`src/rtl/sample_sequencer_pkg.sv`:
```
// Shared encodings for the sample sequencer: FSM states, channel-mode codes, sample width.
// Counter width covers the full PROC_LAT range (1..15).
package sample_sequencer_pkg;

  localparam int SMP_W = 10;
  localparam int CNT_W = 4;

  typedef enum logic [1:0] {
    ST_IDLE = 2'd0,
    ST_CONV = 2'd1,
    ST_PROC = 2'd2,
    ST_OUT  = 2'd3
  } state_t;

  typedef enum logic [1:0] {
    CM_CH0  = 2'b00,
    CM_CH1  = 2'b01,
    CM_ALT  = 2'b10,
    CM_HOLD = 2'b11
  } ch_mode_t;

endpackage

```
`src/rtl/sample_sequencer_counter.sv`:
```
// Loadable down-counter that stops at zero; used for processing latency and the conversion watchdog.
// zero_o reflects the registered count, so a load of N gives N+1 cycles before zero is seen.
module seq_counter #(
  parameter int W = 4
) (
  input  logic         clk_i,
  input  logic         rst_ni,
  input  logic         load_i,
  input  logic [W-1:0] load_val_i,
  input  logic         en_i,
  output logic         zero_o
);

  logic [W-1:0] cnt_q, cnt_d;

  always_comb begin
    cnt_d = cnt_q;
    if (load_i) begin
      cnt_d = load_val_i;
    end else if (en_i && (cnt_q != '0)) begin
      cnt_d = cnt_q - W'(1);
    end
  end

  always_ff @(posedge clk_i) begin
    if (!rst_ni) begin
      cnt_q <= '0;
    end else begin
      cnt_q <= cnt_d;
    end
  end

  assign zero_o = (cnt_q == '0);

endmodule

```
`src/rtl/sample_sequencer.sv`:
```
// Tick-driven ADC -> processor -> DAC sequencer; all strobes are registered one-cycle pulses.
// Optional conversion watchdog (wdog_err, err_count) is built when SEQ_WDOG_EN is defined.
module sample_sequencer
  import sample_sequencer_pkg::*;
#(
  parameter int PROC_LAT = 2,
  parameter int TIMEOUT  = 2000
) (
  input  logic             sysclk,
  input  logic             reset_n,
  input  logic             tick,
  input  logic [1:0]       ch_mode,
  output logic             adc_start,
  output logic             adc_channel,
  input  logic             adc_valid,
  input  logic [SMP_W-1:0] adc_data,
  output logic [SMP_W-1:0] proc_in,
  output logic             proc_valid,
  input  logic [SMP_W-1:0] proc_out,
  output logic [SMP_W-1:0] dac_data,
  output logic             dac_ch,
  output logic             dac_start,
  output logic             busy,
  output logic             overrun
`ifdef SEQ_WDOG_EN
  ,
  output logic             wdog_err,
  output logic [7:0]       err_count
`endif
);

  if (TIMEOUT < 2 || PROC_LAT < 1 || PROC_LAT > 15) begin : g_bad_cfg
  end

  state_t state_q, state_d;

  logic             tick_acc, conv_done, lat_zero, timeout;
  logic             chan_q, chan_d, tgl_q, tgl_d;
  logic             adc_start_q, adc_start_d;
  logic             proc_valid_q, proc_valid_d;
  logic             dac_start_q, dac_start_d;
  logic             overrun_q, overrun_d;
  logic [SMP_W-1:0] proc_in_q, proc_in_d;
  logic [SMP_W-1:0] dac_data_q, dac_data_d;
  logic             dac_ch_q, dac_ch_d;

  assign tick_acc  = tick && (state_q == ST_IDLE);
  assign conv_done = adc_valid && (state_q == ST_CONV);

  seq_counter #(.W(CNT_W)) u_lat_cnt (
    .clk_i      (sysclk),
    .rst_ni     (reset_n),
    .load_i     (conv_done),
    .load_val_i (CNT_W'(PROC_LAT)),
    .en_i       (state_q == ST_PROC),
    .zero_o     (lat_zero)
  );

`ifdef SEQ_WDOG_EN
  localparam int TW = $clog2(TIMEOUT + 1);
  logic       wd_zero;
  logic       wdog_err_q;
  logic [7:0] err_cnt_q;

  // Loaded with TIMEOUT-1 so the last allowed CONV cycle is the TIMEOUT-th one.
  seq_counter #(.W(TW)) u_wdog_cnt (
    .clk_i      (sysclk),
    .rst_ni     (reset_n),
    .load_i     (tick_acc),
    .load_val_i (TW'(TIMEOUT - 1)),
    .en_i       (state_q == ST_CONV),
    .zero_o     (wd_zero)
  );

  assign timeout = (state_q == ST_CONV) && !adc_valid && wd_zero;

  always_ff @(posedge sysclk) begin
    if (!reset_n) begin
      wdog_err_q <= 1'b0;
      err_cnt_q  <= '0;
    end else begin
      wdog_err_q <= timeout;
      if (timeout && (err_cnt_q != 8'hFF)) begin
        err_cnt_q <= err_cnt_q + 8'd1;
      end
    end
  end

  assign wdog_err  = wdog_err_q;
  assign err_count = err_cnt_q;
`else
  assign timeout = 1'b0;
`endif

  always_ff @(posedge sysclk) begin
    if (!reset_n) begin
      state_q <= ST_IDLE;
    end else begin
      state_q <= state_d;
    end
  end

  always_comb begin
    state_d = state_q;
    case (state_q)
      ST_IDLE: if (tick) state_d = ST_CONV;
      ST_CONV: begin
        if (adc_valid)    state_d = ST_PROC;
        else if (timeout) state_d = ST_IDLE;
      end
      ST_PROC: if (lat_zero) state_d = ST_OUT;
      ST_OUT:  state_d = ST_IDLE;
      default: state_d = ST_IDLE;
    endcase
  end

  always_comb begin
    adc_start_d  = tick_acc;
    proc_valid_d = conv_done;
    dac_start_d  = (state_q == ST_OUT);
    overrun_d    = tick && (state_q != ST_IDLE);
    chan_d       = chan_q;
    tgl_d        = tgl_q;
    proc_in_d    = conv_done ? adc_data : proc_in_q;
    dac_data_d   = dac_data_q;
    dac_ch_d     = dac_ch_q;
    if (tick_acc) begin
      case (ch_mode_t'(ch_mode))
        CM_CH0:  chan_d = 1'b0;
        CM_CH1:  chan_d = 1'b1;
        CM_ALT: begin
          chan_d = tgl_q;
          tgl_d  = ~tgl_q;
        end
        default: chan_d = chan_q;
      endcase
    end
    if ((state_q == ST_PROC) && lat_zero) begin
      dac_data_d = proc_out;
      dac_ch_d   = chan_q;
    end
  end

  always_ff @(posedge sysclk) begin
    if (!reset_n) begin
      adc_start_q  <= 1'b0;
      proc_valid_q <= 1'b0;
      dac_start_q  <= 1'b0;
      overrun_q    <= 1'b0;
      chan_q       <= 1'b0;
      tgl_q        <= 1'b0;
      proc_in_q    <= '0;
      dac_data_q   <= '0;
      dac_ch_q     <= 1'b0;
    end else begin
      adc_start_q  <= adc_start_d;
      proc_valid_q <= proc_valid_d;
      dac_start_q  <= dac_start_d;
      overrun_q    <= overrun_d;
      chan_q       <= chan_d;
      tgl_q        <= tgl_d;
      proc_in_q    <= proc_in_d;
      dac_data_q   <= dac_data_d;
      dac_ch_q     <= dac_ch_d;
    end
  end

  assign adc_start   = adc_start_q;
  assign adc_channel = chan_q;
  assign proc_valid  = proc_valid_q;
  assign proc_in     = proc_in_q;
  assign dac_start   = dac_start_q;
  assign dac_data    = dac_data_q;
  assign dac_ch      = dac_ch_q;
  assign overrun     = overrun_q;
  assign busy        = (state_q != ST_IDLE);

endmodule

```
`config.mk`:
```
export PLATFORM = sky130hd
export DESIGN_NAME = sample_sequencer
export DESIGN_NICKNAME = d
export VERILOG_FILES = /design/src/rtl/sample_sequencer_pkg.sv /design/src/rtl/sample_sequencer_counter.sv /design/src/rtl/sample_sequencer.sv
export SDC_FILE = /design/constraint.sdc
export NUM_CORES = 1
export LEC_CHECK = 0
export CAP_MARGIN = 20
export CORE_MARGIN = 2
export CORE_UTILIZATION = 38
export CTS_CLUSTER_SIZE = 10
export DETAILED_ROUTE_END_ITERATION = 10
export PLACE_DENSITY = 0.74
export SLEW_MARGIN = 20
export SYNTH_ARGS = -nofsm -noshare
export SYNTH_HDL_FRONTEND = slang
export SYNTH_SLANG_ARGS = --single-unit
export TNS_END_PERCENT = 5
```
`constraint.sdc`:
```
create_clock -name sysclk -period 1.6 [get_ports sysclk]
set_input_delay 0.32 -clock sysclk [delete_from_list [all_inputs] [get_ports sysclk]]
set_output_delay 0.32 -clock sysclk [all_outputs]
set_load 0.01 [all_outputs]
```
==> results.json <==
{
  "outcome": "finished, violations left",
  "violations": "setup timing",
  "hold_path_class": "reg2reg",
  "fin_skew_ns": 0.0135,
  "start_util_pct": 40.1,
  "cp_max_fo": 2,
  "synth_area_mm2": 0.00135,
  "core_mm2": 0.00336,
  "mostFrequentLayoutCell": "clkdlybuf4s50_1",
  "vias_per_cell": 4.88,
  "final-instance-count-excl-fill": 256,
  "final_area_mm2": 0.00211,
  "insertedDiodeCount": 0,
  "relSlewSlack_pct": 73.5,
  "dp_hpwl_um": 2460,
  "ys_seq_elements": 33,
  "r2r_setup_slack_ns": -0.02,
  "routedWlPerCell_um": 12.6,
  "yosysTopAreaCellShare_pct": 49.0,
  "grt_pass1_vias": 1226,
  "power.density_mw_per_mm2": 1190,
  "hold_ws_ns": 0.464,
  "syn_to_final_growth_pct": 56.9,
  "p_sw_share_pct": 31.8,
  "num_rows": 21,
  "fmax_mhz": 619,
  "dpl_cell_area_mm2": 0.00202,
  "cap_violations": 0,
  "synthArstFlopShare_pct": 0,
  "leakage_nw": 0.869,
  "nFillCells": 312,
  "cp-start-kind": "flop",
  "required_ns": 1.86,
  "grt_max_degree": 19,
  "cts.clk_slew.worst_paths_ns": 0.10,
  "gr-total-overflow": 0,
  "seq_area_frac_synth_pct": 49.0,
  "p_seq_share_pct": 41.1,
  "dp.cells": 246,
  "r2r_cells": 6,
  "syn_inst": 140,
  "fin_crit_ns": 1.62,
  "synth_area_leaders": "dfxtp_1 49%, ha_1 8.4%, nand2_1 7.8%",
  "gp_congestion": 0.743,
  "power_mw": 2.52,
  "synth-edff-count": 0,
  "htreeDepth": 2,
  "combinationalPowerShare_pct": 42.0,
  "critPathCapture": "state_q[0]",
  "cts_tree": "built",
  "yosysTopAreaCell": "dfxtp_1",
  "route.antenna.remaining_nets": 0,
  "worst_slack_ns": -0.0160,
  "layout-drive-gt1-share_pct": 15.2,
  "setup_violations": 2,
  "hold_viol": 0,
  "fin_tns_setup_ns": -0.0181,
  "worstSetupStartpoint": "u_lat_cnt.cnt_q[1]",
  "cts.sinks": 33,
  "synth_cell_types": 27,
  "antenna_found_initial": 0,
  "cts_buffers": 5,
  "vias": 1250,
  "rsz0062_at_grt": "yes",
  "post-route-drc-count": 0,
  "dieArea_mm2": 0.00404,
  "synth_ff_type": "dfxtp_1",
  "clk-insertion-delay-late_ns": 0.32,
  "ys_warn_count": 0,
  "synth_fp_nets": 175,
  "syn_area_per_cell_um2": 9.63,
  "root_buffer": "clkbuf_4",
  "final_cell_mix": "50 x clkdlybuf4s50_1, 30 x dfxtp_1, 28 x nand2_1",
  "timing.rr.start": "u_lat_cnt.cnt_q[1]",
  "fin_util_pct": 62.9,
  "critPathArrivalTime_ns": 1.87,
  "routed_wirelength_um": 3220,
  "grt_pass1_wl_um": 5380,
  "port_buffers": 52,
  "slew_violations": 0,
  "grt_use_total_pct": 17.1,
  "clock_path_buffers": 2,
  "dr.pass1.iters": 4,
  "fp.dieH_um": 63.6,
  "ir_drop_mv": 0.686,
  "p_int_mw": 1.72,
  "die_x_um": 63.6,
  "clockPowerShare_pct": 16.9,
  "r2r_end": "state_q[0]",
  "final_nets": 244,
  "end_kind": "flop",
  "switching_power_mw": 0.799,
  "drtIter0Drc": 33,
  "ios": 53,
  "tightest_slew_ns": 0.397,
  "ctsHoldBuffers": 0,
  "preCtsSetupSlack_ns": -0.288,
  "period_share_pct": 101,
  "crit_type": "reg2reg"
}
==> routing by layer <==
layer / GRT usage, % / share of wire (%) / vias to the layer above
met5: 0 / 0 / -
met3: 5.36 / 6.5 / 6
met2: 30.5 / 52 / 40
met4: 7.88 / 1.8 / 0
met1: 18.3 / 40 / 583
li1: - / - / 621
==> logic make-up (layout without fill, tap and decap cells) <==
group	count (synthesis)	count (layout)	share of synthesized area (%)
compound gates	33	33	18.7
xor+xnor	2	2	1.30
fa+ha+maj	9	9	8.36
buf+inv	16	86	4.46
flops	33	33	49.0
mux	2	2	1.49
simple gates	45	45	16.7
==> flip-flops by register name, indices dropped and copies added (netlist names) <==
name,count
dac_ch,1
dac_start,1
dac_data,10
proc_in,10
proc_valid,1
adc_start,1
state_q,2
adc_channel,1
overrun,1
tgl_q,1
u_lat_cnt.cnt_q,4
==> worst min-delay path by stage <==
stage	from	endpoint	slack, ns	cells after the start
2_1_floorplan	adc_data[2]	proc_in[2]	0.45	1
3_3_place_gp	dac_ch	dac_ch	0.45	2
3_5_place_dp	dac_data[1]	dac_data[1]	0.46	2
4_1_cts	dac_data[1]	dac_data[1]	0.47	2
5_1_grt	dac_data[6]	dac_data[6]	0.50	2
6_report	dac_data[1]	dac_data[1]	0.46	2
==> synthesized netlist by cell type, types with 2 or more instances <==
cell / count
and2_1: 2
o21ai_0: 3
dfxtp_1: 33
a21oi_1: 2
nand2_1: 28
o211ai_1: 3
clkbuf_1: 6
nand3_1: 2
ha_1: 9
a21boi_0: 13
and3_1: 4
mux2i_1: 2
a22o_1: 10
inv_1: 10
==> worst max-delay path, cell delays in order, from the launching register on <==
cell	delay (ns)
dfxtp_2	0.34
inv_2	0.07
ha_4	0.13
or3b_4	0.37
a222oi_1	0.27
buf_4	0.18
mux2i_1	0.18
==> area by class of cell <==
cell class	instances	area, um^2	area share, %
clock buffer	8	48.8	2.31
inverter	10	37.5	1.78
multi-input combinational	91	649	30.7
sequential	33	664	31.4
tap	46	57.6	2.72
timing repair buffer	68	657	31.1
==> power groups by stage <==
| stage | Combinational, mW | Sequential (mW) | Clock [mW] |
|---|---|---|---|
| finish | 1.06 | 1.03 | 0.426 |
| global route | 1.18 | 1.05 | 0.477 |
| CTS | 1.07 | 1.04 | 0.446 |
| detailed placement | 1.03 | 1.05 | 0 |
| global placement | 0.985 | 1.04 | 0 |
| floorplan | 0.446 | 1.09 | 0 |
==> timing repair <==
item                                    in CTS  in global routing
buffers inserted                             2                  0
pin swaps                                    2                  1
resized for setup                           12                  1
endpoints found under the setup margin      15                 16
Power figures use the tool's default switching activity.
